--- src/rtl/phy_rx_demux_pkg.sv ---
// Shared types and constants for the PHY receive demultiplexer.
// Holds the aligner state encoding, the lane width and the default COM symbol.
// Imported by the interface, the aligner and the top-level demux.
package phy_rx_demux_pkg;

  typedef enum logic {
    SEARCH = 1'b0,
    LOCKED = 1'b1
  } state_e;

  localparam int LANE_W    = 8;
  localparam int NUM_LANES = 4;

  localparam logic [LANE_W-1:0] COM_SYMBOL_DEF = 8'hBC;

  // One captured line slot: the byte and whether it was qualified.
  typedef struct packed {
    logic              vld;
    logic [LANE_W-1:0] dat;
  } lane_t;

  // Saturating 8-bit increment, used for the lock-loss counter.
  function automatic logic [7:0] sat_inc8(input logic [7:0] v);
    return (v == 8'hFF) ? v : v + 8'd1;
  endfunction

endpackage

--- src/rtl/phy_rx_demux_if.sv ---
// Line-side input and demultiplexed-word output bundle of phy_rx_demux.
// master drives the serial byte stream and observes the lane word;
// slave (the demux) consumes the stream and presents the word and status.
interface phy_rx_demux_if;

  logic [phy_rx_demux_pkg::LANE_W-1:0] data_in;
  logic                                valid_in;
  logic [phy_rx_demux_pkg::LANE_W-1:0] data_out0;
  logic [phy_rx_demux_pkg::LANE_W-1:0] data_out1;
  logic [phy_rx_demux_pkg::LANE_W-1:0] data_out2;
  logic [phy_rx_demux_pkg::LANE_W-1:0] data_out3;
  logic                                valid_out0;
  logic                                valid_out1;
  logic                                valid_out2;
  logic                                valid_out3;
  logic                                word_strobe;
  logic                                locked;
  logic [7:0]                          lock_loss_cnt;

  modport master (
    output data_in, valid_in,
    input  data_out0, data_out1, data_out2, data_out3,
    input  valid_out0, valid_out1, valid_out2, valid_out3,
    input  word_strobe, locked, lock_loss_cnt
  );

  modport slave (
    input  data_in, valid_in,
    output data_out0, data_out1, data_out2, data_out3,
    output valid_out0, valid_out1, valid_out2, valid_out3,
    output word_strobe, locked, lock_loss_cnt
  );

endinterface

--- src/rtl/phy_rx_aligner.sv ---
// COM-symbol alignment FSM: locks after COM_COUNT consecutive valid COM bytes,
// drops lock after IDLE_LIMIT consecutive idle cycles; slot counter runs while locked.
// Latency: locked/slot are registered (one cycle after the deciding sample); lock_drop is combinational.
module phy_rx_aligner
  import phy_rx_demux_pkg::*;
#(
  parameter logic [LANE_W-1:0] COM_SYMBOL = COM_SYMBOL_DEF,
  parameter int                COM_COUNT  = 4,
  parameter int                IDLE_LIMIT = 8
) (
  input  logic              clk,
  input  logic              reset,
  input  logic [LANE_W-1:0] data_in,
  input  logic              valid_in,
  output logic              locked,
  output logic [1:0]        slot,
  output logic              lock_drop
);

  localparam int CW = $clog2(COM_COUNT + 1);
  localparam int IW = $clog2(IDLE_LIMIT + 1);
  localparam logic [CW-1:0] COM_LAST = CW'(COM_COUNT - 1);
  localparam logic [IW-1:0] IDLE_MAX = IW'(IDLE_LIMIT);

  state_e        state_q, state_d;
  logic [CW-1:0] com_q, com_d;
  logic [IW-1:0] idle_q, idle_d;
  logic [IW-1:0] idle_inc;
  logic [1:0]    slot_q, slot_d;
  logic          com_hit;

  // Next-state, counter and lock-drop decode for the alignment FSM.
  always_comb begin
    state_d   = state_q;
    com_d     = com_q;
    idle_d    = idle_q;
    slot_d    = slot_q;
    lock_drop = 1'b0;
    com_hit   = valid_in && (data_in == COM_SYMBOL);
    idle_inc  = (idle_q == IDLE_MAX) ? idle_q : idle_q + 1'b1;

    unique case (state_q)
      SEARCH: begin
        slot_d = '0;
        idle_d = '0;
        if (com_hit) begin
          if (com_q == COM_LAST) begin
            state_d = LOCKED;
            com_d   = '0;
          end else begin
            com_d = com_q + 1'b1;
          end
        end else begin
          com_d = '0;
        end
      end
      LOCKED: begin
        // Slot advances unconditionally so lane positions stay tied to line time.
        slot_d = slot_q + 2'd1;
        idle_d = valid_in ? '0 : idle_inc;
        if (!valid_in && (idle_inc == IDLE_MAX)) begin
          lock_drop = 1'b1;
          state_d   = SEARCH;
          slot_d    = '0;
          idle_d    = '0;
          com_d     = '0;
        end
      end
      default: state_d = SEARCH;
    endcase
  end

  // State and counter registers with synchronous reset into SEARCH.
  always_ff @(posedge clk) begin
    if (reset) begin
      state_q <= SEARCH;
      com_q   <= '0;
      idle_q  <= '0;
      slot_q  <= '0;
    end else begin
      state_q <= state_d;
      com_q   <= com_d;
      idle_q  <= idle_d;
      slot_q  <= slot_d;
    end
  end

  assign locked = (state_q == LOCKED);
  assign slot   = slot_q;

endmodule

--- src/rtl/phy_rx_demux.sv ---
// Serial-byte to 4-lane demultiplexer behind a COM-symbol aligner; optional lock-loss counter (PHY_RX_LOSSCNT_EN).
// Latency: word presented with a one-cycle word_strobe the cycle after its slot-3 byte is sampled.
// No backpressure: the line is never stalled; words lost to lock drop or reset are discarded silently.
module phy_rx_demux
  import phy_rx_demux_pkg::*;
#(
  parameter logic [LANE_W-1:0] COM_SYMBOL = COM_SYMBOL_DEF,
  parameter int                COM_COUNT  = 4,
  parameter int                IDLE_LIMIT = 8
) (
  input  logic               clk,
  input  logic               reset,
  phy_rx_demux_if.slave      bus
);

  logic       locked;
  logic       lock_drop;
  logic [1:0] slot;

  lane_t cur;
  lane_t lane_q [3];
  lane_t lane_d [3];
  lane_t out_q  [NUM_LANES];
  lane_t out_d  [NUM_LANES];
  logic  strobe_q, strobe_d;

  phy_rx_aligner #(
    .COM_SYMBOL (COM_SYMBOL),
    .COM_COUNT  (COM_COUNT),
    .IDLE_LIMIT (IDLE_LIMIT)
  ) u_aligner (
    .clk       (clk),
    .reset     (reset),
    .data_in   (bus.data_in),
    .valid_in  (bus.valid_in),
    .locked    (locked),
    .slot      (slot),
    .lock_drop (lock_drop)
  );

  // Lane capture and word assembly; slot 3 goes straight to the output word.
  always_comb begin
    cur      = '{vld: bus.valid_in, dat: bus.data_in};
    lane_d   = lane_q;
    out_d    = out_q;
    strobe_d = 1'b0;
    if (lock_drop) begin
      // Partial word (including one completing this cycle) is dropped.
      for (int i = 0; i < 3; i++) lane_d[i] = '0;
    end else if (locked) begin
      if (slot == 2'd3) begin
        for (int i = 0; i < 3; i++) out_d[i] = lane_q[i];
        out_d[3] = cur;
        strobe_d = 1'b1;
      end else begin
        for (int i = 0; i < 3; i++) begin
          if (slot == 2'(i)) lane_d[i] = cur;
        end
      end
    end
  end

  // Lane, output-word and strobe registers; reset clears everything.
  always_ff @(posedge clk) begin
    if (reset) begin
      for (int i = 0; i < 3; i++)         lane_q[i] <= '0;
      for (int i = 0; i < NUM_LANES; i++) out_q[i]  <= '0;
      strobe_q <= 1'b0;
    end else begin
      lane_q   <= lane_d;
      out_q    <= out_d;
      strobe_q <= strobe_d;
    end
  end

`ifdef PHY_RX_LOSSCNT_EN
  logic [7:0] loss_cnt_q, loss_cnt_d;

  // Count LOCKED->SEARCH transitions, saturating at all-ones.
  always_comb begin
    loss_cnt_d = loss_cnt_q;
    if (lock_drop) loss_cnt_d = sat_inc8(loss_cnt_q);
  end

  // Lock-loss counter register.
  always_ff @(posedge clk) begin
    if (reset) loss_cnt_q <= '0;
    else       loss_cnt_q <= loss_cnt_d;
  end

  assign bus.lock_loss_cnt = loss_cnt_q;
`else
  assign bus.lock_loss_cnt = 8'h00;
`endif

  assign bus.data_out0   = out_q[0].dat;
  assign bus.data_out1   = out_q[1].dat;
  assign bus.data_out2   = out_q[2].dat;
  assign bus.data_out3   = out_q[3].dat;
  assign bus.valid_out0  = out_q[0].vld;
  assign bus.valid_out1  = out_q[1].vld;
  assign bus.valid_out2  = out_q[2].vld;
  assign bus.valid_out3  = out_q[3].vld;
  assign bus.word_strobe = strobe_q;
  assign bus.locked      = locked;

endmodule

--- src/flat_wrapper.sv ---
// flat-port wrapper written by rule: the top's interface ports become plain ports
module phy_rx_demux_flat import phy_rx_demux_pkg::*;
#(
  parameter logic [LANE_W-1:0] COM_SYMBOL = COM_SYMBOL_DEF,
  parameter int                COM_COUNT  = 4,
  parameter int                IDLE_LIMIT = 8
)
  (clk, reset, bus_data_in, bus_valid_in, bus_data_out0, bus_data_out1, bus_data_out2, bus_data_out3, bus_valid_out0, bus_valid_out1, bus_valid_out2, bus_valid_out3, bus_word_strobe, bus_locked, bus_lock_loss_cnt);
  phy_rx_demux_if bus_i ();
  input  logic clk;
  input  logic reset;
  input wire logic [$bits(bus_i.data_in)-1:0] bus_data_in;
  input wire logic [$bits(bus_i.valid_in)-1:0] bus_valid_in;
  output wire logic [$bits(bus_i.data_out0)-1:0] bus_data_out0;
  output wire logic [$bits(bus_i.data_out1)-1:0] bus_data_out1;
  output wire logic [$bits(bus_i.data_out2)-1:0] bus_data_out2;
  output wire logic [$bits(bus_i.data_out3)-1:0] bus_data_out3;
  output wire logic [$bits(bus_i.valid_out0)-1:0] bus_valid_out0;
  output wire logic [$bits(bus_i.valid_out1)-1:0] bus_valid_out1;
  output wire logic [$bits(bus_i.valid_out2)-1:0] bus_valid_out2;
  output wire logic [$bits(bus_i.valid_out3)-1:0] bus_valid_out3;
  output wire logic [$bits(bus_i.word_strobe)-1:0] bus_word_strobe;
  output wire logic [$bits(bus_i.locked)-1:0] bus_locked;
  output wire logic [$bits(bus_i.lock_loss_cnt)-1:0] bus_lock_loss_cnt;
  assign bus_i.data_in = bus_data_in;
  assign bus_i.valid_in = bus_valid_in;
  assign bus_data_out0 = bus_i.data_out0;
  assign bus_data_out1 = bus_i.data_out1;
  assign bus_data_out2 = bus_i.data_out2;
  assign bus_data_out3 = bus_i.data_out3;
  assign bus_valid_out0 = bus_i.valid_out0;
  assign bus_valid_out1 = bus_i.valid_out1;
  assign bus_valid_out2 = bus_i.valid_out2;
  assign bus_valid_out3 = bus_i.valid_out3;
  assign bus_word_strobe = bus_i.word_strobe;
  assign bus_locked = bus_i.locked;
  assign bus_lock_loss_cnt = bus_i.lock_loss_cnt;
  phy_rx_demux #(.COM_SYMBOL(COM_SYMBOL), .COM_COUNT(COM_COUNT), .IDLE_LIMIT(IDLE_LIMIT)) u_core (.clk(clk), .reset(reset), .bus(bus_i));
endmodule
--- config.mk ---
export PLATFORM = sky130hd
export DESIGN_NAME = phy_rx_demux_flat
export DESIGN_NICKNAME = d
export VERILOG_FILES = /design/src/rtl/phy_rx_demux_pkg.sv /design/src/rtl/phy_rx_demux_if.sv /design/src/rtl/phy_rx_aligner.sv /design/src/rtl/phy_rx_demux.sv /design/src/flat_wrapper.sv
export SDC_FILE = /design/constraint.sdc
export NUM_CORES = 1
export LEC_CHECK = 0
export BUFFER_PORTS_ARGS = -buffer_cell sky130_fd_sc_hd__buf_2
export CORE_UTILIZATION = 50
export DETAILED_ROUTE_END_ITERATION = 8
export PLACE_DENSITY = 0.71
export SLEW_MARGIN = 20
export SYNTH_ARGS = -nofsm -noshare
export SYNTH_HDL_FRONTEND = slang
export SYNTH_SLANG_ARGS = --single-unit
export TNS_END_PERCENT = 100
--- constraint.sdc ---
create_clock -name clk -period 5.1 [get_ports clk]
set_clock_uncertainty 0.05 [all_clocks]
set_input_delay 1.02 -clock clk [delete_from_list [all_inputs] [get_ports clk]]
set_output_delay 1.02 -clock clk [all_outputs]
set_load 0.03 [all_outputs]
==> results.py, run 1 <==
metrics = {
    "setup_path": {
        "cp_slowest_cell": "inv_1",
        "critical_path_class": "reg2reg",
        "worstPathRequired_ns": 5.26,
        "cp-end-kind": "register",
        "arrival_ns": 2.93,
        "path_cells": "inv_1, ha_1, buf_4, inv_1, buf_4, a41o_1, buf_4, a21oi_1",
        "path_max_fanout": 37,
        "cpLargestDelayFamily": "buffers and inverters",
        "path_buf_inv": 5,
        "crit_path_max_incr_delay_ns": 0.49,
        "start_kind": "register",
        "critPathMostFrequentCell": "buf_4",
    },
    "global_routing": {
        "antenna_found_initial": 0,
        "grt_max_degree": 75,
        "grt_overflow": 0,
        "grt_pass1_wl_um": 16500,
        "grt_pass1_vias": 3386,
        "grt_use_total_pct": 24.5,
    },
    "logic_synthesis": {
        "syn_avg_cell_area_sq_um": 8.19,
        "async_reset_ff_share_pct": 0,
        "synth_cell_types": 42,
        "synth_edf_count": 0,
        "ys_seq_area_share_pct": 37.4,
        "synth_area_sq_um": 3970,
        "synth_cells": 484,
        "yosysWarnings": 0,
        "synth_ff_type": "dfxtp_1",
        "ys_ff_latch": 74,
    },
    "floorplan": {
        "die_w_um": 91.1,
        "start_util_pct": 51.6,
        "die_area_sq_um": 8290,
        "io_pins": 57,
        "core_sq_um": 7690,
        "num_rows": 32,
        "die_h_um": 91.1,
    },
    "cells_and_area": {
        "fin_cells": 610,
        "postLayoutCellArea_sq_um": 4350,
        "area_delta_synth_final_pct": 9.81,
        "drive_gt1_share_pct": 20.1,
        "antennaDiodeCount": 0,
        "nFillCells": 711,
        "nets": 521,
    },
    "power_and_ir_drop": {
        "p_seq_share_pct": 53.0,
        "cellPowerDensity_nw_per_um2": 250,
        "netSwitchingPower_w": 0.000255,
        "ir_drop_mv": 0.123,
        "combPwrFrac_pct": 3.5,
        "leakagePower_nw": 1.62,
        "clkPwrFrac_pct": 43.5,
        "p_int_w": 0.000834,
        "switching_share_pct": 23.4,
    },
    "timing": {
        "holdWs_ns": 0.404,
        "slew_headroom_pct": 39.7,
        "hold_viol_final": 0,
        "worst_pin_slew_ns": 0.887,
        "max_clock_freq_mhz": 361,
        "setup_violations": 0,
        "drv_slew": 0,
        "tns_ns": 0,
        "rsz0062_at_grt": "false",
        "period_share_pct": 54.3,
        "period_needed_ns": 2.77,
    },
    "drt": {
        "routed_via_density": 6.00,
        "via_count": 3663,
        "ant_nets": 0,
        "drt_first_pass_iters": 5,
        "first_iter_violations": 215,
        "wire_per_inst_um": 15.9,
        "wl_um": 9710,
        "drc": 0,
    },
    "clock_network": {
        "postCtsResizedCells": 0,
        "postCtsSetupBuffers": 0,
        "htree_levels": 3,
        "clk_pin_slew_ns": 0.08,
        "cts_tree": "built",
        "clockBufferDepth": 2,
        "root_buffer": "clkbuf_8",
        "cts_buffers": 9,
        "postCtsHoldBufs": 0,
        "clkSinkCount": 74,
        "clk_latency_ns": 0.35,
    },
    "placement": {
        "gp_congestion": 0.784,
        "dp.cells": 594,
        "place_area_sq_um": 4150,
        "hpwl_um": 5960,
        "io_buffer_count": 48,
    },
    "worst_hold_path": {
        "hold_path.class": "reg2reg",
    },
    "flow_run": {
        "drv_cap": 0,
    },
    "run_status": {
        "outcome": "complete, no violations",
    },
}
[cells in the mapped netlist (3+ instances only)]
cell type   n  share of area, %
clkbuf_1   30               2.8
a21oi_1     9               1.1
buf_1       9              0.85
inv_1       6              0.57
nand3_1    62               7.8
ha_1        7               2.2
o21ai_0    35               4.4
a31oi_1     3              0.47
nor3_1      4              0.50
nor2_1      8              0.76
a22oi_1    35               6.6
nand4_1    35               5.5
nor2b_1    39               6.2
buf_2       4              0.50
buf_6       5               1.4
a21oi_2    19               4.2
buf_4       8               1.5
nor3b_1    35               6.6
nand2_1    32               3.0
dfxtp_1    74                37
[cell type report]
class / count / area, sq um / share of cell area, %
inverters: 6 / 22.5 / 0.517
clock buffers: 11 / 151 / 3.48
well taps: 102 / 128 / 2.93
flip-flops and latches: 74 / 1480 / 34.0
clock inverters: 5 / 52.6 / 1.21
multi-input cells: 355 / 2210 / 50.8
repair buffers: 57 / 308 / 7.07
[path summary, 6_finish.rpt]
kind | startpoint | endpoint | slack, ns | cells after the start
max | u_core.u_aligner.idle_q[0]$_SDFF_PP0_ | u_core.lane_q[2]$_SDFFE_PP0P_ | 2.33 | 8
min | u_core.lane_q[9]$_SDFFE_PP0P_ | u_core.lane_q[9]$_SDFFE_PP0P_ | 0.40 | 2
max reg2reg | u_core.u_aligner.idle_q[0]$_SDFF_PP0_ | u_core.lane_q[2]$_SDFFE_PP0P_ | 2.33 | 8
min reg2reg | u_core.lane_q[9]$_SDFFE_PP0P_ | u_core.lane_q[9]$_SDFFE_PP0P_ | 0.40 | 2
[metrics by stage]
stage	power [W]	worst slack [ns]	util (%)
2_1_floorplan	0.000621	2.67	-
6_report	0.00109	2.33	56.6
4_1_cts	0.00110	2.39	56.6
3_3_place_gp	0.000628	2.22	54.0
3_5_place_dp	0.000628	2.09	54.0
5_1_grt	0.00113	2.19	56.6
[worst min-delay path, cell delays in order, from the launching register on]
cell and delay (ns):
dfxtp_1 0.31, nand2_1 0.05, a21oi_1 0.05
[power groups by stage]
stage	Sequential, W	Combinational, W	Clock, W
after floorplan	0.000591	0.0000305	0
after global placement	0.000591	0.0000372	0
after detailed placement	0.000591	0.0000376	0
after CTS	0.000577	0.0000378	0.000483
after global routing	0.000577	0.0000401	0.000510
final	0.000577	0.0000381	0.000473
[registers in the layout, indices dropped and copies added (netlist names), 2 cells and up]
signal,count
u_core.bus.data_out2,8
u_core.bus.data_out3,8
u_core.u_aligner.com_q,3
u_core.u_aligner.slot,2
u_core.u_aligner.idle_q,4
u_core.bus.data_out0,8
u_core.bus.data_out1,8
u_core.lane_q,27
[placed cells by master, fill, tap and decap left out, types with 3 or more instances in the layout]
cell type	count
nor3_1	4
ha_1	7
nand2_1	31
o21ai_0	35
dfxtp_1	74
a21oi_2	19
nor2b_1	39
nand4_1	35
a22oi_1	35
nor3b_1	35
conb_1	8
nand3_1	62
a21oi_1	9
nor2_1	8
inv_1	6
a31oi_1	3
clkbuf_8	11
buf_4	9
buf_2	48
clkinv_2	3
[metal layers]
metal | up-vias | track usage (%) | share of wire (%)
met5 | - | 0 | 0
met4 | 0 | 11.6 | 1.9
met3 | 18 | 4.27 | 5.6
met2 | 143 | 37.9 | 45
met1 | 1723 | 33.2 | 48
li1 | 1779 | - | -
[cells by family (layout without fill, tap and decap cells)]
kind of cell / Yosys count / in the layout / share of synthesized area (%)
adders and majority gates: 7 / 7 / 2.21
AOI/OAI and AO/OA: 109 / 109 / 18.8
muxes: 4 / 4 / 1.17
and+or+nand+nor: 226 / 226 / 32.5
buffers and inverters: 62 / 79 / 7.70
DFF: 74 / 74 / 37.4
xor gates and xnor gates: 1 / 1 / 0.221
other: 1 / 8 / 0.0946
No activity file was read; power rests on OpenSTA's default activity.
==> run 2, diff against run 1 <==
- PLACE_DENSITY: 0.71 -> 0.74
- clock period: 5.1 -> 2.3 ns (I/O delays scaled with it)
==> run 2 against run 1 <==
  * Fmax increased by 29%
  * Critical path depth decreased by 1
  * Design area increased by 2.9%
  * Clock-buffer cell count unchanged
  * Sequential share of layout area decreased by 0.97 points
  * First-iteration DRC count increased by 67%
  * Wire length increased by 1.9%
  * Final cell count increased by 1.1%
  * Die area unchanged
  * Via count increased by 1.9%
  * Global-route usage increased by 0.69 points
  * Critical endpoint unchanged
==> results.py, run 2 (synthesis gave the netlist of run 1 again) <==
metrics = {
    "floorplan": {
        "num_rows": 32,
        "die_w_um": 91.1,
        "die_h_um": 91.1,
        "die_area_sq_um": 8290,
        "io_pins": 57,
        "start_util_pct": 51.6,
        "core_sq_um": 7690,
    },
    "drt": {
        "wire_per_inst_um": 16.0,
        "drc": 0,
        "ant_nets": 0,
        "wl_um": 9900,
        "via_count": 3731,
        "drt_first_pass_iters": 7,
        "first_iter_violations": 358,
        "routed_via_density": 6.05,
    },
    "clock_network": {
        "clkSinkCount": 74,
        "htree_levels": 3,
        "cts_tree": "built",
        "cts_buffers": 9,
        "root_buffer": "clkbuf_8",
        "postCtsResizedCells": 0,
        "postCtsHoldBufs": 0,
        "clk_latency_ns": 0.35,
        "postCtsSetupBuffers": 0,
        "clockBufferDepth": 2,
        "clk_pin_slew_ns": 0.08,
    },
    "run_status": {
        "outcome": "complete, no violations",
    },
    "power_and_ir_drop": {
        "power_w": 0.00270,
        "leakagePower_nw": 1.69,
        "cellPowerDensity_nw_per_um2": 603,
        "ir_drop_mv": 0.347,
    },
    "setup_path": {
        "critPathMostFrequentCell": "a21oi_1",
        "cp-end-kind": "register",
        "path_cells": "inv_1, ha_1, a21oi_1, a221o_1, a41o_1, buf_4, a21oi_1",
        "reg2reg_depth": 7,
        "start_kind": "register",
        "path_buf_inv": 2,
        "reg2reg_from": "u_core.u_aligner.idle_q[0]$_SDFF_PP0_",
        "cp_slowest_cell": "dfxtp_1",
        "path_max_fanout": 28,
        "critical_path_class": "reg2reg",
        "worstPathRequired_ns": 2.48,
        "cpLargestDelayFamily": "compound AO/OA/AOI/OAI gates",
        "r2r-end": "u_core.lane_q[2]$_SDFFE_PP0P_",
        "arrival_ns": 2.32,
        "crit_path_max_incr_delay_ns": 0.41,
        "reg2reg_setup_slack_ns": 0.16,
    },
    "cells_and_area": {
        "postLayoutCellArea_sq_um": 4480,
        "post-route-util_pct": 58.3,
        "final_cell_mix": "dfxtp_1 (74), nand3_1 (62), buf_2 (48)",
        "fin_cells": 617,
        "largest_reg_flops": 27,
        "drive_gt1_share_pct": 21.0,
        "nFillCells": 701,
        "top_register": "u_core.lane_q",
        "final_common_cell": "dfxtp_1",
        "area_delta_synth_final_pct": 13.0,
        "antennaDiodeCount": 0,
        "nets": 528,
    },
    "global_routing": {
        "grt_max_degree": 75,
        "grt_overflow": 0,
        "grt_pass1_vias": 3501,
        "antenna_found_initial": 0,
        "grt_use_total_pct": 25.2,
        "grt_pass1_wl_um": 16900,
    },
    "placement": {
        "dp.cells": 601,
        "hpwl_um": 6350,
        "io_buffer_count": 48,
        "gp_congestion": 0.840,
        "place_area_sq_um": 4220,
    },
    "timing": {
        "hold_viol_final": 0,
        "setup_violations": 0,
        "max_clock_freq_mhz": 467,
        "period_needed_ns": 2.14,
        "rsz0062_at_grt": "false",
        "period_share_pct": 93.2,
        "tns_ns": 0,
        "drv_slew": 0,
    },
    "worst_hold_path": {
        "whs_endpoint": "u_core.lane_q[10]$_SDFFE_PP0P_",
        "hold_path.class": "in2reg",
        "hold_path_depth": 3,
        "hp-start": "bus_data_in[1]",
    },
    "flow_run": {
        "drv_cap": 0,
    },
}
[run 2: worst reg2reg max path, stage by stage, from the launching register on]
cell and delay (ns):
dfxtp_1 0.41, inv_1 0.09, ha_1 0.24, a21oi_1 0.29, a221o_1 0.30, a41o_1 0.19, buf_4 0.37, a21oi_1 0.09
[run 2: through the flow]
stage | setup slack [ns] | hold slack [ns]
final | 0.157 | 0.367
after global routing | 0.00730 | 0.382
after CTS | 0.178 | 0.360
after detailed placement | 0.233 | 0.396
after global placement | 0.354 | 0.381
after floorplan | 0.432 | 0.374
[run 2: routing by layer]
layer	up-vias	routed length [um]	global-route usage, %	part of all wire (%)
met3	15	405	3.77	4.1
met2	105	4590	40.1	46
met4	0	169	11.1	1.7
met1	1821	4740	33.9	48
met5	-	0	0	0
li1	1790	-	-	-
[run 2: worst max path at each step]
stage                                                     start                        endpoint  slack (ns)  cells past startpoint
after floorplan                                    bus_valid_in  u_core.lane_q[15]$_SDFFE_PP0P_        0.43                      8
final                     u_core.u_aligner.idle_q[0]$_SDFF_PP0_   u_core.lane_q[2]$_SDFFE_PP0P_        0.16                      7
after CTS                 u_core.u_aligner.idle_q[0]$_SDFF_PP0_  u_core.lane_q[11]$_SDFFE_PP0P_        0.18                      7
after global routing      u_core.u_aligner.idle_q[0]$_SDFF_PP0_  u_core.lane_q[13]$_SDFFE_PP0P_       0.007                      7
after detailed placement  u_core.u_aligner.idle_q[0]$_SDFF_PP0_   u_core.lane_q[9]$_SDFFE_PP0P_        0.23                      7
after global placement    u_core.u_aligner.idle_q[0]$_SDFF_PP0_  u_core.lane_q[12]$_SDFFE_PP0P_        0.35                      7
[run 2: area by class of cell]
cell class	instances	area, sq um	area share [%]
timing repair buffer	64	373	8.32
inverter	6	22.5	0.503
clock inverter	5	125	2.79
multi-input combinational	355	2210	49.3
tap	102	128	2.85
sequential	74	1480	33.1
clock buffer	11	141	3.15
[run 2: power by group]
part	internal, W	total [W]	switching, W
combinational	0.0000172	0.0000872	0.0000700
clock	0.000859	0.00134	0.000478
sequential	0.00128	0.00128	0.0000000114
==> run 3, diff against run 2 <==
--- a/config.mk
+++ b/config.mk
@@ -8,5 +8,7 @@
 export BUFFER_PORTS_ARGS = -buffer_cell sky130_fd_sc_hd__buf_2
-export CORE_UTILIZATION = 50
+export CELL_PAD_IN_SITES_DETAIL_PLACEMENT = 0
+export CELL_PAD_IN_SITES_GLOBAL_PLACEMENT = 1
+export CORE_UTILIZATION = 38
 export DETAILED_ROUTE_END_ITERATION = 8
-export PLACE_DENSITY = 0.74
+export PLACE_DENSITY_LB_ADDON = 0.1
 export SLEW_MARGIN = 20
==> constraint.sdc (replaced) <==
create_clock -name clk -period 2.3 [get_ports clk]
set_clock_uncertainty 0.05 [all_clocks]
set_input_delay 0.345 -clock clk [delete_from_list [all_inputs] [get_ports clk]]
set_output_delay 0.345 -clock clk [all_outputs]
set_load 0.03 [all_outputs]
==> run 3 against run 2 <==
  * Critical path depth is the same
  * Register-to-register slack gained 0.07 ns
  * Via count shrank 3.3%
  * Critical endpoint is now u_core.lane_q[1]$_SDFFE_PP0P_
==> results.py, run 3 (synthesis gave the netlist of run 1 again) <==
metrics = {
    "run_status": {
        "outcome": "complete, no violations",
    },
    "worst_hold_path": {
        "hp-start": "bus_data_in[7]",
        "hold_path.class": "in2reg",
    },
    "global_routing": {
        "antenna_found_initial": 0,
        "grt_max_degree": 39,
        "grt_overflow": 0,
        "grt_use_total_pct": 20.4,
        "grt_pass1_wl_um": 17900,
        "grt_pass1_vias": 3548,
    },
    "timing": {
        "hold_viol_final": 0,
        "drv_slew": 0,
        "setup_violations": 0,
        "rsz0062_at_grt": "false",
        "tns_ns": 0,
        "period_needed_ns": 2.08,
        "max_clock_freq_mhz": 482,
        "period_share_pct": 90.2,
    },
    "clock_network": {
        "cts_tree": "built",
        "htree_levels": 3,
        "postCtsHoldBufs": 0,
        "root_buffer": "clkbuf_8",
        "postCtsSetupBuffers": 0,
        "cts_buffers": 9,
        "clk_pin_slew_ns": 0.08,
        "clockBufferDepth": 2,
        "postCtsResizedCells": 0,
        "clkSinkCount": 74,
        "clk_latency_ns": 0.36,
    },
    "floorplan": {
        "die_area_sq_um": 10800,
        "core_sq_um": 9950,
        "num_rows": 36,
        "io_pins": 57,
        "die_w_um": 104,
        "die_h_um": 104,
        "start_util_pct": 39.8,
    },
    "drt": {
        "via_count": 3609,
        "drc": 0,
        "first_iter_violations": 153,
        "wire_per_inst_um": 16.4,
        "wl_um": 10600,
        "drt_first_pass_iters": 4,
        "ant_nets": 0,
        "routed_via_density": 5.58,
    },
    "setup_path": {
        "critPathLaunch": "u_core.u_aligner.idle_q[0]$_SDFF_PP0_",
        "critPathMostFrequentCell": "a21oi_1",
        "reg2reg_depth": 7,
        "reg2reg_setup_slack_ns": 0.22,
        "cp_slowest_cell": "dfxtp_1",
        "arrival_ns": 2.26,
        "critical_path_class": "reg2reg",
        "r2r-end": "u_core.lane_q[1]$_SDFFE_PP0P_",
        "reg2reg_from": "u_core.u_aligner.idle_q[0]$_SDFF_PP0_",
        "start_kind": "register",
        "path_max_fanout": 28,
        "worstSetupEndpoint": "u_core.lane_q[1]$_SDFFE_PP0P_",
        "crit_path_max_incr_delay_ns": 0.39,
        "cpLargestDelayFamily": "compound AO/OA/AOI/OAI gates",
        "path_buf_inv": 2,
        "cp.depth": 7,
        "cp-end-kind": "register",
        "path_cells": "inv_1, ha_1, a21oi_1, a221o_1, a41o_1, buf_4, a21oi_1",
        "worstPathRequired_ns": 2.49,
    },
    "power_and_ir_drop": {
        "switching_share_pct": 25.2,
        "clkPwrFrac_pct": 41.4,
        "power_w": 0.00233,
        "p_seq_share_pct": 54.9,
        "ir_drop_mv": 0.216,
        "cellPowerDensity_nw_per_um2": 527,
        "combPwrFrac_pct": 3.7,
        "netSwitchingPower_w": 0.000587,
        "leakagePower_nw": 1.64,
        "p_int_w": 0.00174,
    },
    "placement": {
        "dp.cells": 631,
        "io_buffer_count": 48,
        "hpwl_um": 6660,
        "gp_congestion": 0.749,
    },
    "cells_and_area": {
        "post-route-util_pct": 44.5,
        "antennaDiodeCount": 0,
        "final_cell_mix": "dfxtp_1 (74), nand3_1 (62), buf_2 (48)",
        "nets": 527,
        "largest_reg_flops": 27,
        "final_common_cell": "dfxtp_1",
        "top_register": "u_core.lane_q",
        "drive_gt1_share_pct": 20.8,
        "fin_cells": 647,
        "area_delta_synth_final_pct": 11.7,
    },
    "flow_run": {
        "drv_cap": 0,
    },
}
run 3: cell count changes in the layout (fill, tap and decap cells not counted), sizes merged:
cell | before | now
buf | 64 | 63
bufinv | 4 | 0
clkbuf | 11 | 12
clkinv | 1 | 3
clkinvlp | 0 | 1
run 3: area by class of cell:
type,count,area [sq um]
clock buffers,12,155
well taps,133,166
repair buffers,63,365
multi-input cells,355,2210
flip-flops and latches,74,1480
fillers,1018,5530
inverters,6,22.5
clock inverters,4,26.3
run 3: worst min-delay path, delay by kind of cell:
kind	cells	cell delay [ns]
compound gates	1	0.05
simple gates	1	0.09
buf+inv	1	0.14
run 3: power groups by stage:
stage	logic (W)	registers (W)	clock network [W]
after floorplan	0.0000676	0.00131	0
after global placement	0.0000872	0.00131	0
final	0.0000868	0.00128	0.000966
after detailed placement	0.0000869	0.00131	0
after global routing	0.0000927	0.00128	0.00104
after CTS	0.0000870	0.00128	0.000993
run 3: how the worst min path moves through the flow:
stage,cells past startpoint,end,slack [ns]
after floorplan,1,u_core.u_aligner.com_q[2]$_SDFFE_PP0P_,0.37
after CTS,3,u_core.lane_q[25]$_SDFFE_PP0P_,0.24
final,3,u_core.lane_q[16]$_SDFFE_PP0P_,0.24
after global placement,1,u_core.u_aligner.com_q[2]$_SDFFE_PP0P_,0.38
after detailed placement,1,u_core.u_aligner.com_q[2]$_SDFFE_PP0P_,0.39
after global routing,3,u_core.lane_q[16]$_SDFFE_PP0P_,0.24
run 3: per-layer routing:
layer / track usage (%) / routed length, um
met5: 0 / 0
met2: 33.5 / 4900
met4: 6.43 / 110
met3: 3.88 / 487
met1: 26.8 / 5100
run 3: per-stage QoR:
stage	hold slack [ns]	setup WS, ns	cell area, sq um
3_5_place_dp	0.389	0.268	4250
4_1_cts	0.236	0.258	4430
5_1_grt	0.242	0.0781	4430
6_report	0.244	0.225	4430
2_1_floorplan	0.374	0.468	3990
3_3_place_gp	0.381	0.358	4250
